===== src/rtl/pe_flit_injector.sv =====
// ---------------------------------------------------------------------------
// pe_flit_injector
//   Packetises a payload stream into NoC flits for one processing element.
//   A command (dest, vc, len) opens a packet; each accepted payload word
//   becomes one flit, registered so it appears exactly one cycle after the
//   payload handshake. Per-VC credit counters gate the payload stream so no
//   flit leaves without buffer space in the downstream router.
//
// Ports
//   clk_i, rst_i            clock, synchronous active-high reset
//   cmd_valid_i/cmd_ready_o packet command handshake
//   cmd_dest_i/vc_i/len_i   destination, virtual channel, flit count
//   data_valid_i/ready_o    payload handshake, one word per flit
//   data_in_i               payload word
//   flit_out_o              {valid, tail, dest, vc, data}, zero when idle
//   send_flit_o             network putFlit enable
//   credit_in_i             {valid, vc} credit return from the network
//   en_recv_credit_i        qualifies credit_in_i
//   busy_o                  high while a packet is open
//   pkt_count_o             packets completed, wraps at 2^16
//   credit_err_o            sticky: credit returned to a full counter
// ---------------------------------------------------------------------------

// One credit counter per VC. Consume is only ever asserted while the count
// is non-zero (data_ready is gated on it), so no underflow guard is needed.
module pe_credit_ctr #(
    parameter int BUF_DEPTH = 8,
    parameter int CNT_W     = 4
) (
    input  logic             clk_i,
    input  logic             rst_i,
    input  logic             ret_i,
    input  logic             cons_i,
    output logic [CNT_W-1:0] cnt_o,
    output logic             ovf_o
);
    localparam logic [CNT_W-1:0] FULL = CNT_W'(BUF_DEPTH);

    logic [CNT_W-1:0] cnt_q, cnt_d;

    always_comb begin
        cnt_d = cnt_q;
        ovf_o = 1'b0;
        // A simultaneous return and consume cancel, even when full.
        if (ret_i && !cons_i) begin
            if (cnt_q == FULL) ovf_o = 1'b1;
            else               cnt_d = cnt_q + CNT_W'(1);
        end else if (cons_i && !ret_i) begin
            cnt_d = cnt_q - CNT_W'(1);
        end
    end

    always_ff @(posedge clk_i) begin
        if (rst_i) cnt_q <= FULL;
        else       cnt_q <= cnt_d;
    end

    assign cnt_o = cnt_q;
endmodule

module pe_flit_injector #(
    parameter int  DATA_W    = 32,
    parameter int  DEST_BITS = 4,
    parameter int  VC_BITS   = 1,
    parameter int  BUF_DEPTH = 8,
    parameter int  LEN_W     = 4,
    localparam int NUM_VC    = 2**VC_BITS,
    localparam int FLIT_W    = 2 + DEST_BITS + VC_BITS + DATA_W,
    localparam int CRED_W    = 1 + VC_BITS,
    localparam int CNT_W     = $clog2(BUF_DEPTH + 1)
) (
    input  logic                 clk_i,
    input  logic                 rst_i,
    input  logic                 cmd_valid_i,
    output logic                 cmd_ready_o,
    input  logic [DEST_BITS-1:0] cmd_dest_i,
    input  logic [VC_BITS-1:0]   cmd_vc_i,
    input  logic [LEN_W-1:0]     cmd_len_i,
    input  logic                 data_valid_i,
    output logic                 data_ready_o,
    input  logic [DATA_W-1:0]    data_in_i,
    output logic [FLIT_W-1:0]    flit_out_o,
    output logic                 send_flit_o,
    input  logic [CRED_W-1:0]    credit_in_i,
    input  logic                 en_recv_credit_i,
    output logic                 busy_o,
    output logic [15:0]          pkt_count_o,
    output logic                 credit_err_o
);
    typedef enum logic {IDLE = 1'b0, SEND = 1'b1} state_t;

    typedef struct packed {
        logic                 vld;
        logic                 tail;
        logic [DEST_BITS-1:0] dest;
        logic [VC_BITS-1:0]   vc;
        logic [DATA_W-1:0]    data;
    } flit_t;

    state_t               state_q, state_d;
    logic [DEST_BITS-1:0] dest_q, dest_d;
    logic [VC_BITS-1:0]   vc_q, vc_d;
    logic [LEN_W-1:0]     rem_q, rem_d;
    flit_t                flit_q, flit_d;
    logic                 send_q, send_d;
    logic [15:0]          pkt_q, pkt_d;
    logic                 err_q;

    logic [NUM_VC-1:0][CNT_W-1:0] credit_w;
    logic [NUM_VC-1:0]            ret_vec, cons_vec, ovf_vec;
    logic                         crd_evt, hs;

    // ---------------- credit tracking ----------------
    assign crd_evt = en_recv_credit_i && credit_in_i[CRED_W-1];

    for (genvar v = 0; v < NUM_VC; v++) begin : g_vc
        assign ret_vec[v]  = crd_evt && (credit_in_i[VC_BITS-1:0] == VC_BITS'(v));
        assign cons_vec[v] = hs && (vc_q == VC_BITS'(v));

        pe_credit_ctr #(
            .BUF_DEPTH (BUF_DEPTH),
            .CNT_W     (CNT_W)
        ) u_ctr (
            .clk_i  (clk_i),
            .rst_i  (rst_i),
            .ret_i  (ret_vec[v]),
            .cons_i (cons_vec[v]),
            .cnt_o  (credit_w[v]),
            .ovf_o  (ovf_vec[v])
        );
    end

    // ---------------- handshakes ----------------
    assign cmd_ready_o  = (state_q == IDLE);
    assign busy_o       = (state_q == SEND);
    assign data_ready_o = (state_q == SEND) && (credit_w[vc_q] != '0);
    assign hs           = data_valid_i && data_ready_o;

    // ---------------- FSM / datapath next state ----------------
    always_comb begin
        state_d = state_q;
        dest_d  = dest_q;
        vc_d    = vc_q;
        rem_d   = rem_q;
        flit_d  = '0;
        send_d  = 1'b0;
        pkt_d   = pkt_q;

        unique case (state_q)
            IDLE: begin
                // Zero-length commands are accepted and dropped here.
                if (cmd_valid_i && (cmd_len_i != '0)) begin
                    dest_d  = cmd_dest_i;
                    vc_d    = cmd_vc_i;
                    rem_d   = cmd_len_i;
                    state_d = SEND;
                end
            end
            SEND: begin
                if (hs) begin
                    send_d      = 1'b1;
                    flit_d.vld  = 1'b1;
                    flit_d.tail = (rem_q == LEN_W'(1));
                    flit_d.dest = dest_q;
                    flit_d.vc   = vc_q;
                    flit_d.data = data_in_i;
                    rem_d       = rem_q - LEN_W'(1);
                    // Count lands on the same edge the tail flit is registered.
                    if (rem_q == LEN_W'(1)) begin
                        state_d = IDLE;
                        pkt_d   = pkt_q + 16'd1;
                    end
                end
            end
            default: state_d = IDLE;
        endcase
    end

    always_ff @(posedge clk_i) begin
        if (rst_i) begin
            state_q <= IDLE;
            dest_q  <= '0;
            vc_q    <= '0;
            rem_q   <= '0;
            flit_q  <= '0;
            send_q  <= 1'b0;
            pkt_q   <= '0;
            err_q   <= 1'b0;
        end else begin
            state_q <= state_d;
            dest_q  <= dest_d;
            vc_q    <= vc_d;
            rem_q   <= rem_d;
            flit_q  <= flit_d;
            send_q  <= send_d;
            pkt_q   <= pkt_d;
            if (|ovf_vec) err_q <= 1'b1;
        end
    end

    assign flit_out_o   = flit_q;
    assign send_flit_o  = send_q;
    assign pkt_count_o  = pkt_q;
    assign credit_err_o = err_q;
endmodule


===== config.mk =====
export PLATFORM = sky130hd
export DESIGN_NAME = pe_flit_injector
export DESIGN_NICKNAME = d
export VERILOG_FILES = /design/src/rtl/pe_flit_injector.sv
export SDC_FILE = /design/constraint.sdc
export NUM_CORES = 1
export LEC_CHECK = 0
export ABC_AREA = 0
export ABC_CLOCK_PERIOD_IN_PS = 5900
export CAP_MARGIN = 10
export CORE_AREA = 2 2 98 100
export DETAILED_ROUTE_END_ITERATION = 10
export DIE_AREA = 0 0 100 102
export GPL_ROUTABILITY_DRIVEN = 0
export GPL_TIMING_DRIVEN = 1
export PLACE_DENSITY = 0.71
export SLEW_MARGIN = 20
export SYNTH_ARGS = -nofsm -noshare
export SYNTH_HDL_FRONTEND = slang
export SYNTH_SLANG_ARGS = --single-unit

===== constraint.sdc =====
create_clock -name clk_i -period 5.9 [get_ports clk_i]
set_input_delay 0.59 -clock clk_i [delete_from_list [all_inputs] [get_ports clk_i]]
set_output_delay 0.59 -clock clk_i [all_outputs]
set_load 0.02 [all_outputs]

==> metrics.cfg <==
[timing]
skew_ns=0.00649
hold_violations=0
drv_slew=0
worst_pin_slew_ns=0.848
min_period_ns=3.06
finalSetupViolCount=0
period_share_pct=51.9
setup_tns_ns=0
fmax_ghz=0.327
relSlewSlack_pct=43.5
rsz0062_at_grt=false

[power_and_ir_drop]
leakagePower_nw=1.67
power_density_nw_per_um2=250
ir_worst_vdd_uv=132

[cts]
cts-root-buf=clkbuf_8
clkTransAtPathRegs_ns=0.08
postCtsSetupBuffers=0
htree_levels=3
clk_latency_ns=0.34
post_cts_resized=0
clkSinkCount=74
clk_path_buf_depth=2
cts_tree=yes
hold_buffers=0
cts_buffers=9

[floorplanning]
die-area_um2=10200
die_w_um=100
core_area_um2=9110
dieHeight_um=102
ios=108
initial_core_util_pct=34.3
fp-row-count=35

[placed_design]
hpwl_um=5480
io_buffer_count=107

[critical_path]
crit_chain=or4_4 -> mux2i_1 -> nor2_1 -> clkdlybuf4s50_1
critical-path-slowest-cell=or4_4
startpoint=g_vc[1].u_ctr.cnt_o[0]$_SDFFE_PP0P_
critical_path_depth=4
worstPathRequired_ns=5.31
endpoint=data_ready_o
crit_buf_inv=1
startpoint_type=register
path_delay_family=simple AND/OR/NAND/NOR gates
r2r_setup_slack_ns=3.36
crit_arrival_ns=2.47
crit_path_end_kind=output port
ff2ff_path_depth=8
worstSetupPathType=reg -> out
critPathMaxFanout=8
rr_endpoint=g_vc[1].u_ctr.cnt_o[3]$_SDFFE_PP1P_
critical-path-max-stage-delay_ns=0.60
rr_startpoint=busy_o$_SDFF_PP0_

[logic_synthesis]
syn_area_um2=3120
synth_fp_nets=384
syn_inst=327
ys_seq_area_share_pct=47.4
postSynth.asyncResetShare_pct=0
synth_ff_type=dfxtp_1
synth-edff-count=0
ys_seq_elements=74
ys.warnings.count=0
yosysUniqueCellTypes=52
avgSynthCellArea_um2=9.55

[route]
firstDrtPassIters=4
totalWireLength_um=7630
avgViaCountPerCell=5.03
antenna_left=0
drc_errors=0
first_iter_violations=92
vias=2741
wl_per_cell_um=14.0

[layout]
fillers=833
num_antenna_cells=0
drive_above_1_share_pct=6.45
fin_nets=486
area_growth_pct=43.5
post-route-util_pct=49.2

[run]
cap_violations=0

[global_route]
grt_max_degree=39
grt_pass1_vias=2439
overflow=0
gr-usage-all-layers_pct=14.5
grt_pass1_wl_um=11800
antenna_found_initial=0

[status]
status=complete, no violations

[min_path]
hp-class=reg -> reg

## cell families (layout without fill, tap and decap cells)
family                     Yosys count  in the layout  synth area share (%)
DFF                                 74             74                  47.4
muxes                               13             13                  4.29
and+or+nand+nor                    138            138                  26.0
AOI/OAI and AO/OA                   64             64                  13.7
xor gates and xnor gates             2              2                 0.561
buffers and inverters               27            134                  3.92
adders and majority gates            9              9                  4.08
## cell usage in the layout (no fill, tap or decap), types with 2 or more instances in the layout
master	synthesis	final
or2_2	2	2
or4_4	2	2
o21ai_0	12	12
a21o_1	2	2
o31ai_1	9	9
inv_1	10	10
mux2i_1	10	10
and2_1	37	37
and3b_1	2	2
nand2_1	17	17
nor2_1	17	16
nor2b_1	3	3
mux2_2	3	3
o211ai_1	2	2
nand4_1	5	5
clkbuf_8	0	9
a311o_1	2	2
dfxtp_1	74	74
or3_1	4	4
or4_1	9	9
bufinv_16	0	2
nand3_1	14	14
ha_1	7	7
o41ai_1	2	2
and4_1	2	2
nor4b_1	2	2
clkinv_4	0	3
a31oi_1	5	5
nor4_1	5	5
fa_1	2	2
nand3b_1	2	2
clkdlybuf4s50_1	0	107
and3_1	4	4
a21oi_1	20	20
nor3_1	5	5
a211o_1	3	3
## report_power, final
part           switching (mW)  internal [mW]  total [mW]
clock                   0.192          0.240       0.432
combinational          0.0742         0.0797       0.154
sequential             0.0171          0.517       0.534
## flip-flops by register name (all words and copies together) (netlist names)
register and count:
busy_o 1, vc_q 1, rem_q 4, flit_out_o 39, pkt_count_o 16, dest_q 4, credit_err_o 1, g_vc.u_ctr.cnt_o 8
## final cells by class
type | instances | area, um2 | area share, %
clock buffers | 10 | 128 | 2.85
clock inverters | 6 | 91.3 | 2.04
inverters | 10 | 37.5 | 0.837
multi-input cells | 226 | 1530 | 34.1
flip-flops and latches | 74 | 1480 | 33.0
well taps | 111 | 139 | 3.10
repair buffers | 108 | 1080 | 24.1
## synthesized netlist by cell type, types with 7 or more instances
master | count | share of area (%)
a21oi_1 | 20 | 3.2
clkbuf_1 | 7 | 0.84
nor2_1 | 17 | 2.0
or4_1 | 9 | 2.2
inv_1 | 10 | 1.2
and2_1 | 37 | 7.4
ha_1 | 7 | 2.8
dfxtp_1 | 74 | 47
o21ai_0 | 12 | 1.9
nand3_1 | 14 | 2.2
nand2_1 | 17 | 2.0
mux2i_1 | 10 | 3.2
o31ai_1 | 9 | 2.2
## metrics by stage
step	instance area [um2]	cells	total power, mW	worst slack, ns	hold WS [ns]
6_report	4480	545	1.12	2.84	0.456
5_1_grt	4480	545	1.17	2.71	0.490
4_1_cts	4480	545	1.13	2.83	0.464
3_5_place_dp	4260	529	0.699	2.83	0.444
3_3_place_gp	4260	529	0.695	2.94	0.437
2_1_floorplan	3120	327	0.632	3.53	0.430
## worst reg2reg max path: cells and delay by family, from the launching register on
kind / cells / cell delay (ns)
DFF: 1 / 0.64
adders and majority gates: 1 / 0.28
AOI/OAI and AO/OA: 3 / 0.75
and+or+nand+nor: 4 / 0.78
## worst min path at each step
stage | start | endpoint | slack, ns | depth (start not counted)
2_1_floorplan | dest_q[0]$_SDFFE_PP0P_ | flit_out_o[33]$_SDFF_PP0_ | 0.43 | 1
3_3_place_gp | dest_q[2]$_SDFFE_PP0P_ | flit_out_o[35]$_SDFF_PP0_ | 0.44 | 1
3_5_place_dp | dest_q[2]$_SDFFE_PP0P_ | flit_out_o[35]$_SDFF_PP0_ | 0.44 | 1
4_1_cts | dest_q[0]$_SDFFE_PP0P_ | flit_out_o[33]$_SDFF_PP0_ | 0.46 | 1
5_1_grt | dest_q[3]$_SDFFE_PP0P_ | flit_out_o[36]$_SDFF_PP0_ | 0.49 | 1
6_report | dest_q[0]$_SDFFE_PP0P_ | flit_out_o[33]$_SDFF_PP0_ | 0.46 | 1
## per-layer routing
layer  GRT usage [%]  share of wire, %  vias up
met3            3.15               3.8       13
met2            23.4                49       73
met5               0                 0        -
li1                -                 -     1380
met4            6.64               2.3        0
met1            18.5                45     1275
Power figures use the tool's default switching activity.
